==> src/rtl/p2v_stream_pkg.sv <==
// Shared types for the even_fib stream reducer: FSM states, default widths and the folded result.
package p2v_stream_pkg;

    localparam int DEF_DATA_W = 32;
    localparam int DEF_SUM_W  = 48;
    localparam int DEF_CNT_W  = 16;

    typedef enum logic [1:0] {
        IDLE   = 2'd0,
        LAUNCH = 2'd1,
        RUN    = 2'd2,
        RESULT = 2'd3
    } state_t;

    typedef struct packed {
        logic        [DEF_CNT_W-1:0]  count;
        logic signed [DEF_SUM_W-1:0]  sum;
        logic signed [DEF_DATA_W-1:0] min;
        logic signed [DEF_DATA_W-1:0] max;
        logic                         ovf;
    } result_t;

endpackage

==> src/rtl/even_fib_reducer_if.sv <==
// Signal bundle tying the reducer to its upstream requester, its generator and the result consumer.
interface even_fib_reducer_if
    import p2v_stream_pkg::*;
#(
    parameter int DATA_W = DEF_DATA_W,
    parameter int SUM_W  = DEF_SUM_W,
    parameter int CNT_W  = DEF_CNT_W
) ();

    logic                     __start;
    logic signed [DATA_W-1:0] n;
    logic                     __ready;
    logic                     __valid;
    logic                     __done;
    logic        [CNT_W-1:0]  __output_count;
    logic signed [SUM_W-1:0]  __output_sum;
    logic signed [DATA_W-1:0] __output_min;
    logic signed [DATA_W-1:0] __output_max;
    logic                     __output_ovf;
    logic                     gen_start;
    logic signed [DATA_W-1:0] gen_n;
    logic                     gen_ready;
    logic                     gen_valid;
    logic signed [DATA_W-1:0] gen_output;
    logic                     gen_done;

    // master is the environment (requester, consumer and generator); slave is the reducer
    modport master (
        output __start, n, __ready, gen_valid, gen_output, gen_done,
        input  __valid, __done, __output_count, __output_sum, __output_min,
               __output_max, __output_ovf, gen_start, gen_n, gen_ready
    );

    modport slave (
        input  __start, n, __ready, gen_valid, gen_output, gen_done,
        output __valid, __done, __output_count, __output_sum, __output_min,
               __output_max, __output_ovf, gen_start, gen_n, gen_ready
    );

endinterface

==> src/rtl/stream_stats_acc.sv <==
// Folds an accepted element stream into count/sum/min/max with a sticky overflow flag.
module stream_stats_acc #(
    parameter int DATA_W = 32,
    parameter int SUM_W  = 48,
    parameter int CNT_W  = 16
) (
    input  logic                     clk,
    input  logic                     rst_n,
    input  logic                     i_clear,
    input  logic                     i_accept,
    input  logic signed [DATA_W-1:0] i_data,
    output logic        [CNT_W-1:0]  o_count,
    output logic signed [SUM_W-1:0]  o_sum,
    output logic signed [DATA_W-1:0] o_min,
    output logic signed [DATA_W-1:0] o_max,
    output logic                     o_ovf
);

    logic        [CNT_W-1:0]  r_count;
    logic signed [SUM_W-1:0]  r_sum;
    logic signed [DATA_W-1:0] r_min;
    logic signed [DATA_W-1:0] r_max;
    logic                     r_ovf;

    logic signed [SUM_W-1:0]  w_addend;
    logic signed [SUM_W-1:0]  w_sum_next;
    logic                     w_sum_ovf;
    logic                     w_cnt_full;
    logic                     w_first;

    // Signed size cast sign-extends (or truncates) the element to the sum width
    assign w_addend   = SUM_W'(i_data);
    assign w_sum_next = r_sum + w_addend;
    assign w_sum_ovf  = (r_sum[SUM_W-1] == w_addend[SUM_W-1]) &&
                        (w_sum_next[SUM_W-1] != r_sum[SUM_W-1]);
    assign w_cnt_full = &r_count;
    assign w_first    = (r_count == '0);

    always_ff @(posedge clk or negedge rst_n) begin
        if (!rst_n) begin
            r_count <= '0;
            r_sum   <= '0;
            r_min   <= '0;
            r_max   <= '0;
            r_ovf   <= 1'b0;
        end else if (i_clear) begin
            r_count <= '0;
            r_sum   <= '0;
            r_min   <= '0;
            r_max   <= '0;
            r_ovf   <= 1'b0;
        end else if (i_accept) begin
            if (!w_cnt_full) begin
                r_count <= r_count + CNT_W'(1);
            end
            r_sum <= w_sum_next;
            r_min <= (w_first || (i_data < r_min)) ? i_data : r_min;
            r_max <= (w_first || (i_data > r_max)) ? i_data : r_max;
            r_ovf <= r_ovf | w_sum_ovf | w_cnt_full;
        end
    end

    assign o_count = r_count;
    assign o_sum   = r_sum;
    assign o_min   = r_min;
    assign o_max   = r_max;
    assign o_ovf   = r_ovf;

endmodule

==> src/rtl/even_fib_reducer.sv <==
// Launches a generator, drains its yield stream and hands the folded statistics downstream as one beat.
module even_fib_reducer
    import p2v_stream_pkg::*;
#(
    parameter int DATA_W = DEF_DATA_W,
    parameter int SUM_W  = DEF_SUM_W,
    parameter int CNT_W  = DEF_CNT_W
) (
    input  logic              __clock,
    input  logic              __reset_n,
    even_fib_reducer_if.slave bus
);

    state_t                   r_state;
    state_t                   w_state_next;
    logic signed [DATA_W-1:0] r_gen_n;

    logic w_clear;
    logic w_accept;
    logic w_gen_start;
    logic w_gen_ready;
    logic w_valid;

    always_ff @(posedge __clock or negedge __reset_n) begin
        if (!__reset_n) begin
            r_state <= IDLE;
            r_gen_n <= '0;
        end else begin
            r_state <= w_state_next;
            if (w_clear) begin
                r_gen_n <= bus.n;
            end
        end
    end

    // Handshake outputs decode straight from state so reset drops them without waiting for a clock
    always_comb begin
        w_state_next = r_state;
        w_clear      = 1'b0;
        w_accept     = 1'b0;
        w_gen_start  = 1'b0;
        w_gen_ready  = 1'b0;
        w_valid      = 1'b0;
        case (r_state)
            IDLE: begin
                if (bus.__start) begin
                    w_clear      = 1'b1;
                    w_state_next = LAUNCH;
                end
            end
            LAUNCH: begin
                w_gen_start  = 1'b1;
                w_state_next = RUN;
            end
            RUN: begin
                w_gen_ready = 1'b1;
                w_accept    = bus.gen_valid;
                if (bus.gen_done) begin
                    w_state_next = RESULT;
                end
            end
            RESULT: begin
                w_valid = 1'b1;
                if (bus.__ready) begin
                    w_state_next = IDLE;
                end
            end
            default: w_state_next = IDLE;
        endcase
    end

    stream_stats_acc #(
        .DATA_W (DATA_W),
        .SUM_W  (SUM_W),
        .CNT_W  (CNT_W)
    ) u_acc (
        .clk      (__clock),
        .rst_n    (__reset_n),
        .i_clear  (w_clear),
        .i_accept (w_accept),
        .i_data   (bus.gen_output),
        .o_count  (bus.__output_count),
        .o_sum    (bus.__output_sum),
        .o_min    (bus.__output_min),
        .o_max    (bus.__output_max),
        .o_ovf    (bus.__output_ovf)
    );

    assign bus.gen_start = w_gen_start;
    assign bus.gen_ready = w_gen_ready;
    assign bus.gen_n     = r_gen_n;
    assign bus.__valid   = w_valid;
    assign bus.__done    = w_valid;

endmodule

==> src/flat_wrapper.sv <==
// flat-port wrapper written by rule: the top's interface ports become plain ports
module even_fib_reducer_flat import p2v_stream_pkg::*;
#(
    parameter int DATA_W = DEF_DATA_W,
    parameter int SUM_W  = DEF_SUM_W,
    parameter int CNT_W  = DEF_CNT_W
)
  (__clock, __reset_n, bus___start, bus_n, bus___ready, bus_gen_valid, bus_gen_output, bus_gen_done, bus___valid, bus___done, bus___output_count, bus___output_sum, bus___output_min, bus___output_max, bus___output_ovf, bus_gen_start, bus_gen_n, bus_gen_ready);
  even_fib_reducer_if #(.DATA_W(DATA_W), .SUM_W(SUM_W), .CNT_W(CNT_W)) bus_i ();
  input  logic __clock;
  input  logic __reset_n;
  input wire logic [$bits(bus_i.__start)-1:0] bus___start;
  input wire logic [$bits(bus_i.n)-1:0] bus_n;
  input wire logic [$bits(bus_i.__ready)-1:0] bus___ready;
  input wire logic [$bits(bus_i.gen_valid)-1:0] bus_gen_valid;
  input wire logic [$bits(bus_i.gen_output)-1:0] bus_gen_output;
  input wire logic [$bits(bus_i.gen_done)-1:0] bus_gen_done;
  output wire logic [$bits(bus_i.__valid)-1:0] bus___valid;
  output wire logic [$bits(bus_i.__done)-1:0] bus___done;
  output wire logic [$bits(bus_i.__output_count)-1:0] bus___output_count;
  output wire logic [$bits(bus_i.__output_sum)-1:0] bus___output_sum;
  output wire logic [$bits(bus_i.__output_min)-1:0] bus___output_min;
  output wire logic [$bits(bus_i.__output_max)-1:0] bus___output_max;
  output wire logic [$bits(bus_i.__output_ovf)-1:0] bus___output_ovf;
  output wire logic [$bits(bus_i.gen_start)-1:0] bus_gen_start;
  output wire logic [$bits(bus_i.gen_n)-1:0] bus_gen_n;
  output wire logic [$bits(bus_i.gen_ready)-1:0] bus_gen_ready;
  assign bus_i.__start = bus___start;
  assign bus_i.n = bus_n;
  assign bus_i.__ready = bus___ready;
  assign bus_i.gen_valid = bus_gen_valid;
  assign bus_i.gen_output = bus_gen_output;
  assign bus_i.gen_done = bus_gen_done;
  assign bus___valid = bus_i.__valid;
  assign bus___done = bus_i.__done;
  assign bus___output_count = bus_i.__output_count;
  assign bus___output_sum = bus_i.__output_sum;
  assign bus___output_min = bus_i.__output_min;
  assign bus___output_max = bus_i.__output_max;
  assign bus___output_ovf = bus_i.__output_ovf;
  assign bus_gen_start = bus_i.gen_start;
  assign bus_gen_n = bus_i.gen_n;
  assign bus_gen_ready = bus_i.gen_ready;
  even_fib_reducer #(.DATA_W(DATA_W), .SUM_W(SUM_W), .CNT_W(CNT_W)) u_core (.__clock(__clock), .__reset_n(__reset_n), .bus(bus_i));
endmodule
==> config.mk <==
export PLATFORM = sky130hd
export DESIGN_NAME = even_fib_reducer_flat
export DESIGN_NICKNAME = d
export VERILOG_FILES = /design/src/rtl/p2v_stream_pkg.sv /design/src/rtl/even_fib_reducer_if.sv /design/src/rtl/stream_stats_acc.sv /design/src/rtl/even_fib_reducer.sv /design/src/flat_wrapper.sv
export SDC_FILE = /design/constraint.sdc
export NUM_CORES = 1
export LEC_CHECK = 0
export ABC_AREA = 1
export CAP_MARGIN = 20
export CORE_MARGIN = 2
export CORE_UTILIZATION = 50
export CTS_BUF_LIST = sky130_fd_sc_hd__clkbuf_4 sky130_fd_sc_hd__clkbuf_8
export DETAILED_ROUTE_END_ITERATION = 8
export GPL_ROUTABILITY_DRIVEN = 0
export PLACE_DENSITY = 0.77
export SYNTH_ARGS = -nofsm -noshare
export SYNTH_HDL_FRONTEND = slang
export SYNTH_HIERARCHICAL = 1
export SYNTH_SLANG_ARGS = --single-unit
==> constraint.sdc <==
create_clock -name __clock -period 2.6 [get_ports __clock]
set_clock_uncertainty 0.1 [all_clocks]
set_input_delay 0.26 -clock __clock [delete_from_list [all_inputs] [get_ports __clock]]
set_output_delay 0.26 -clock __clock [all_outputs]
set_load 0.005 [all_outputs]
==> report_table.html <==
<table>
<tr><th>Metric</th><th>Value</th></tr>
<tr><th colspan="2">Outcome</th></tr>
<tr><td>Status</td><td>finished clean</td></tr>
<tr><th colspan="2">Route</th></tr>
<tr><td>Average wire per standard cell</td><td>approximately 16 um</td></tr>
<tr><td>Vias</td><td>about 13000</td></tr>
<tr><td>Length of the first detailed-routing pass in iterations</td><td>7</td></tr>
<tr><td>Post-Route WL</td><td>between 30 and 40 mm</td></tr>
<tr><td>DR vias/cell</td><td>approximately 5.3</td></tr>
<tr><td>DRT iter0 DRCs</td><td>1262</td></tr>
<tr><td>Number of routed nets with antenna violations</td><td>0</td></tr>
<tr><td>DRC violations left</td><td>0</td></tr>
<tr><th colspan="2">Placement</th></tr>
<tr><td>Worst setup slack before clock tree synthesis</td><td>-0.342 ns</td></tr>
<tr><td>DP Area</td><td>about 16000 um2</td></tr>
<tr><td>PortBufs</td><td>roughly 230</td></tr>
<tr><td>HPWL after detailed placement</td><td>a little under 30 mm</td></tr>
<tr><th colspan="2">Synth</th></tr>
<tr><td>Count of flip-flops with a built-in enable after synthesis</td><td>0</td></tr>
<tr><td>Synthesis-stage register bit count</td><td>~160</td></tr>
<tr><td>Ranking of synthesized cells by area</td><td>dfrtp_1 (34%), nand2_1 (17%), ha_1 (12%)</td></tr>
<tr><td>Combinational family with the most area after synthesis</td><td>simple AND/OR/NAND/NOR gates</td></tr>
<tr><td>Total of warnings raised by yosys</td><td>6</td></tr>
<tr><td>Multiplexer share of the synthesized area</td><td>0</td></tr>
<tr><td>Net Count, Synth</td><td>~1900</td></tr>
<tr><td>Portion of the post-synthesis area used by sequential elements</td><td>0.345</td></tr>
<tr><td>Share of the synthesized area in the top cell type</td><td>0.345</td></tr>
<tr><td>Most frequently used flop master after synthesis</td><td>dfrtp_1</td></tr>
<tr><td>Mapped Area</td><td>roughly 12000 um2</td></tr>
<tr><td>Mean instance size in the synthesized netlist</td><td>slightly below 7 um2</td></tr>
<tr><td>Simple-gate share of the synthesized area</td><td>0.322</td></tr>
<tr><td>Compound-Gate Fraction of Synth Area</td><td>0.102</td></tr>
<tr><td>Share of synthesized registers carrying an async set or reset</td><td>1.00</td></tr>
<tr><td>Area share of fa/ha/maj cells after synthesis</td><td>0.124</td></tr>
<tr><td>Instance count of the mapped netlist</td><td>about 1700</td></tr>
<tr><td>Post-synthesis cell type with the largest combined area</td><td>dfrtp_1</td></tr>
<tr><td>Xor/xnor cell area share of the yosys netlist</td><td>0.0207</td></tr>
<tr><td>Library cells used by synthesis</td><td>36</td></tr>
<tr><th colspan="2">Floorplanning</th></tr>
<tr><td>Die height</td><td>~160 um</td></tr>
<tr><td>Chip Width</td><td>between 150 and 200 um</td></tr>
<tr><td>Die area</td><td>24900 um2</td></tr>
<tr><td>Number of top-level pins</td><td>235</td></tr>
<tr><td>Placeable Area</td><td>around 23000 um2</td></tr>
<tr><td>Initial core utilization</td><td>0.507</td></tr>
<tr><td>Row count</td><td>56</td></tr>
<tr><th colspan="2">STA</th></tr>
<tr><td>Final critical-path required period</td><td>approximately 2.5 ns</td></tr>
<tr><td>Worst hold-check slack</td><td>0.217 ns</td></tr>
<tr><td>Final critical-path share of the clock period</td><td>0.957</td></tr>
<tr><td>Worst slew margin relative to its limit</td><td>0.613</td></tr>
<tr><td>Final Hold Vio Count</td><td>0</td></tr>
<tr><td>Worst-Margin Slew</td><td>slightly below 0.6 ns</td></tr>
<tr><td>Worst Setup Slack, final</td><td>between 0.1 and 0.15 ns</td></tr>
<tr><td>Maximum frequency from static timing analysis</td><td>0.402 GHz</td></tr>
<tr><td>Number of setup violations in the final report</td><td>0</td></tr>
<tr><td>Final Slew Violations</td><td>0</td></tr>
<tr><th colspan="2">Global routing</th></tr>
<tr><td>Vias in the first global route</td><td>between 10000 and 15000</td></tr>
<tr><td>Global-route wire length before repair</td><td>~60 mm</td></tr>
<tr><td>Initial antenna violation count</td><td>0</td></tr>
<tr><td>GRT Resource Usage Total</td><td>0.304</td></tr>
<tr><td>Largest net degree at the start of global routing</td><td>61</td></tr>
<tr><td>GRT Residual Overflow</td><td>0</td></tr>
<tr><th colspan="2">Hold path</th></tr>
<tr><td>Hold path cells</td><td>3</td></tr>
<tr><td>Source of the worst hold timing path</td><td>bus_n[1]</td></tr>
<tr><td>Worst hold path type</td><td>input pin to flop</td></tr>
<tr><th colspan="2">Setup path</th></tr>
<tr><td>Worst reg-to-reg path cell count</td><td>11</td></tr>
<tr><td>Data arrival time of the critical path</td><td>roughly 2.8 ns</td></tr>
<tr><td>Startpoint Class</td><td>input pin</td></tr>
<tr><td>Kind of critical path</td><td>input pin to flop</td></tr>
<tr><td>Worst setup startpoint</td><td>bus_gen_output[11]</td></tr>
<tr><td>Reg2reg start</td><td>u_core/u_acc/o_sum[17]</td></tr>
<tr><td>CP required</td><td>2.91 ns</td></tr>
<tr><td>Crit Path Max Fanout</td><td>4</td></tr>
<tr><td>Sort of element at the end of the critical path</td><td>flop</td></tr>
<tr><th colspan="2">Layout</th></tr>
<tr><td>Antenna Cells</td><td>0</td></tr>
<tr><td>Layout Area Growth over Synthesis</td><td>37.5%</td></tr>
<tr><td>Final design utilization</td><td>0.697</td></tr>
<tr><td>Total non-filler cell area in the finished layout</td><td>~16000 um2</td></tr>
<tr><td>Fraction of final layout cells with drive strength greater than 1</td><td>0.121</td></tr>
<tr><td>Total number of nets in the final design</td><td>around 2300</td></tr>
<tr><th colspan="2">CTS</th></tr>
<tr><td>Clock Path Buffers</td><td>2</td></tr>
<tr><td>Root buf cell</td><td>clkbuf_8</td></tr>
<tr><td>CTS clk-pin slew, worst paths</td><td>0.10 ns</td></tr>
<tr><td>Htree depth</td><td>4</td></tr>
<tr><td>Sinks on the clock net</td><td>between 150 and 200</td></tr>
<tr><td>Clock latency at the later pin of the worst-skew pair</td><td>roughly 0.47 ns</td></tr>
<tr><td>Total clock buffers created by CTS</td><td>17</td></tr>
<tr><td>CTS tree</td><td>built</td></tr>
<tr><th colspan="2">Run</th></tr>
<tr><td>Max capacitance violation total</td><td>0</td></tr>
<tr><th colspan="2">Pwr</th></tr>
<tr><td>Total leakage power</td><td>roughly 0.0083 uW</td></tr>
<tr><td>PwrDens</td><td>~1100 nW/um2</td></tr>
<tr><td>Total power</td><td>roughly 18000 uW</td></tr>
<tr><td>VDD IR-drop max</td><td>0.000524 V</td></tr>
</table>
-- sequential cells by signal (all words and copies together) (netlist names) --
name                  cells
u_core/bus.gen_n         32
u_core/r_state            2
u_core/u_acc/o_count     16
u_core/u_acc/o_max       32
u_core/u_acc/o_min       32
u_core/u_acc/o_ovf        1
u_core/u_acc/o_sum       48
-- synth_stat cells (6+ instances only) --
master and count:
nand2_2 13, inv_1 211, o21ai_0 84, dfrtp_1 163, clkbuf_1 24, a21o_1 8
o21a_1 10, a31oi_1 6, a21oi_1 99, nand3_1 136, nand2_1 551, nor3_1 13
nor2_1 163, nand4_1 25, nor4_1 8, xnor2_1 23, buf_2 9, ha_1 116
-- path summary, 6_finish.rpt --
check | slack, ns | end
worst max-delay path | 0.11 | u_core/u_acc/o_sum[42]
worst min-delay path | 0.22 | u_core/bus.gen_n[1]
worst max register to register | 0.12 | u_core/u_acc/o_sum[42]
worst min register to register | 0.39 | u_core/bus.gen_n[1]
max in group asynchronous | 1.42 | u_core/u_acc/o_sum[45]
min in group asynchronous | 0.23 | u_core/u_acc/o_min[11]
-- cell type report --
| type | count | area [um2] |
|---|---|---|
| inverter | 212 | 798 |
| fill | 1943 | 7060 |
| clock buffer | 18 | 241 |
| clock inverter | 13 | 153 |
| sequential | 163 | 4080 |
| timing repair buffer | 422 | 3820 |
| tap | 319 | 399 |
| multi-input combinational | 1289 | 6780 |
-- report_power, final --
part           leakage, uW  internal [uW]  switching (uW)
Combinational      0.00605           5710            6120
Clock             0.000189            879            1040
Sequential         0.00210           3620             919
Total              0.00834          10200            8070
-- metal layers --
| metal | global-route usage | wire length (um) |
|---|---|---|
| met5 | 0 | 0 |
| met4 | 0.104 | 1190 |
| met3 | 0.0463 | 2780 |
| met2 | 0.503 | 17800 |
| met1 | 0.408 | 16500 |
-- timing repair --
action / 4_1_cts / 5_1_grt
gates resized for setup: 0 / 17
buffers inserted: 0 / 1
hold endpoints to repair: 56 / 0
setup endpoints to repair: 0 / 46
hold buffers: 1 / 0
-- through the flow --
step | setup TNS (ns) | cells
3_5_place_dp | -19.17 | 2403
5_1_grt | -0.00519 | 2436
4_1_cts | 0 | 2435
2_1_floorplan | 0 | 1705
6_report | 0 | 2436
3_3_place_gp | -13.25 | 2403
-- layout by cell type, fill, tap and decap left out, types with 15 or more instances in the layout --
master           instances
nand2_1                549
a21oi_1                 98
nand3_1                133
dfrtp_1                163
nand4_1                 25
buf_4                  182
inv_1                  210
nand2_2                 15
nor2_1                 161
xnor2_1                 23
o21ai_0                 81
ha_1                   114
clkbuf_8                17
clkdlybuf4s50_1        231
-- kinds of logic after synthesis --
logic type	count (synthesis)
xor+xnor	28
flops	163
compound gates	223
simple gates	921
buf+inv	253
fa+ha+maj	117
-- critical path: stages --
cell and delay (ns):
clkdlybuf4s50_1 0.56, ha_1 0.41, a21oi_1 0.22, o21ai_0 0.14, a21oi_1 0.45, nor2_1 0.10
o21ai_0 0.18, buf_4 0.15, nand3_1 0.06, nand2_1 0.07, nand3_1 0.10, nand2_1 0.08
(Power assumes the default switching activity.)
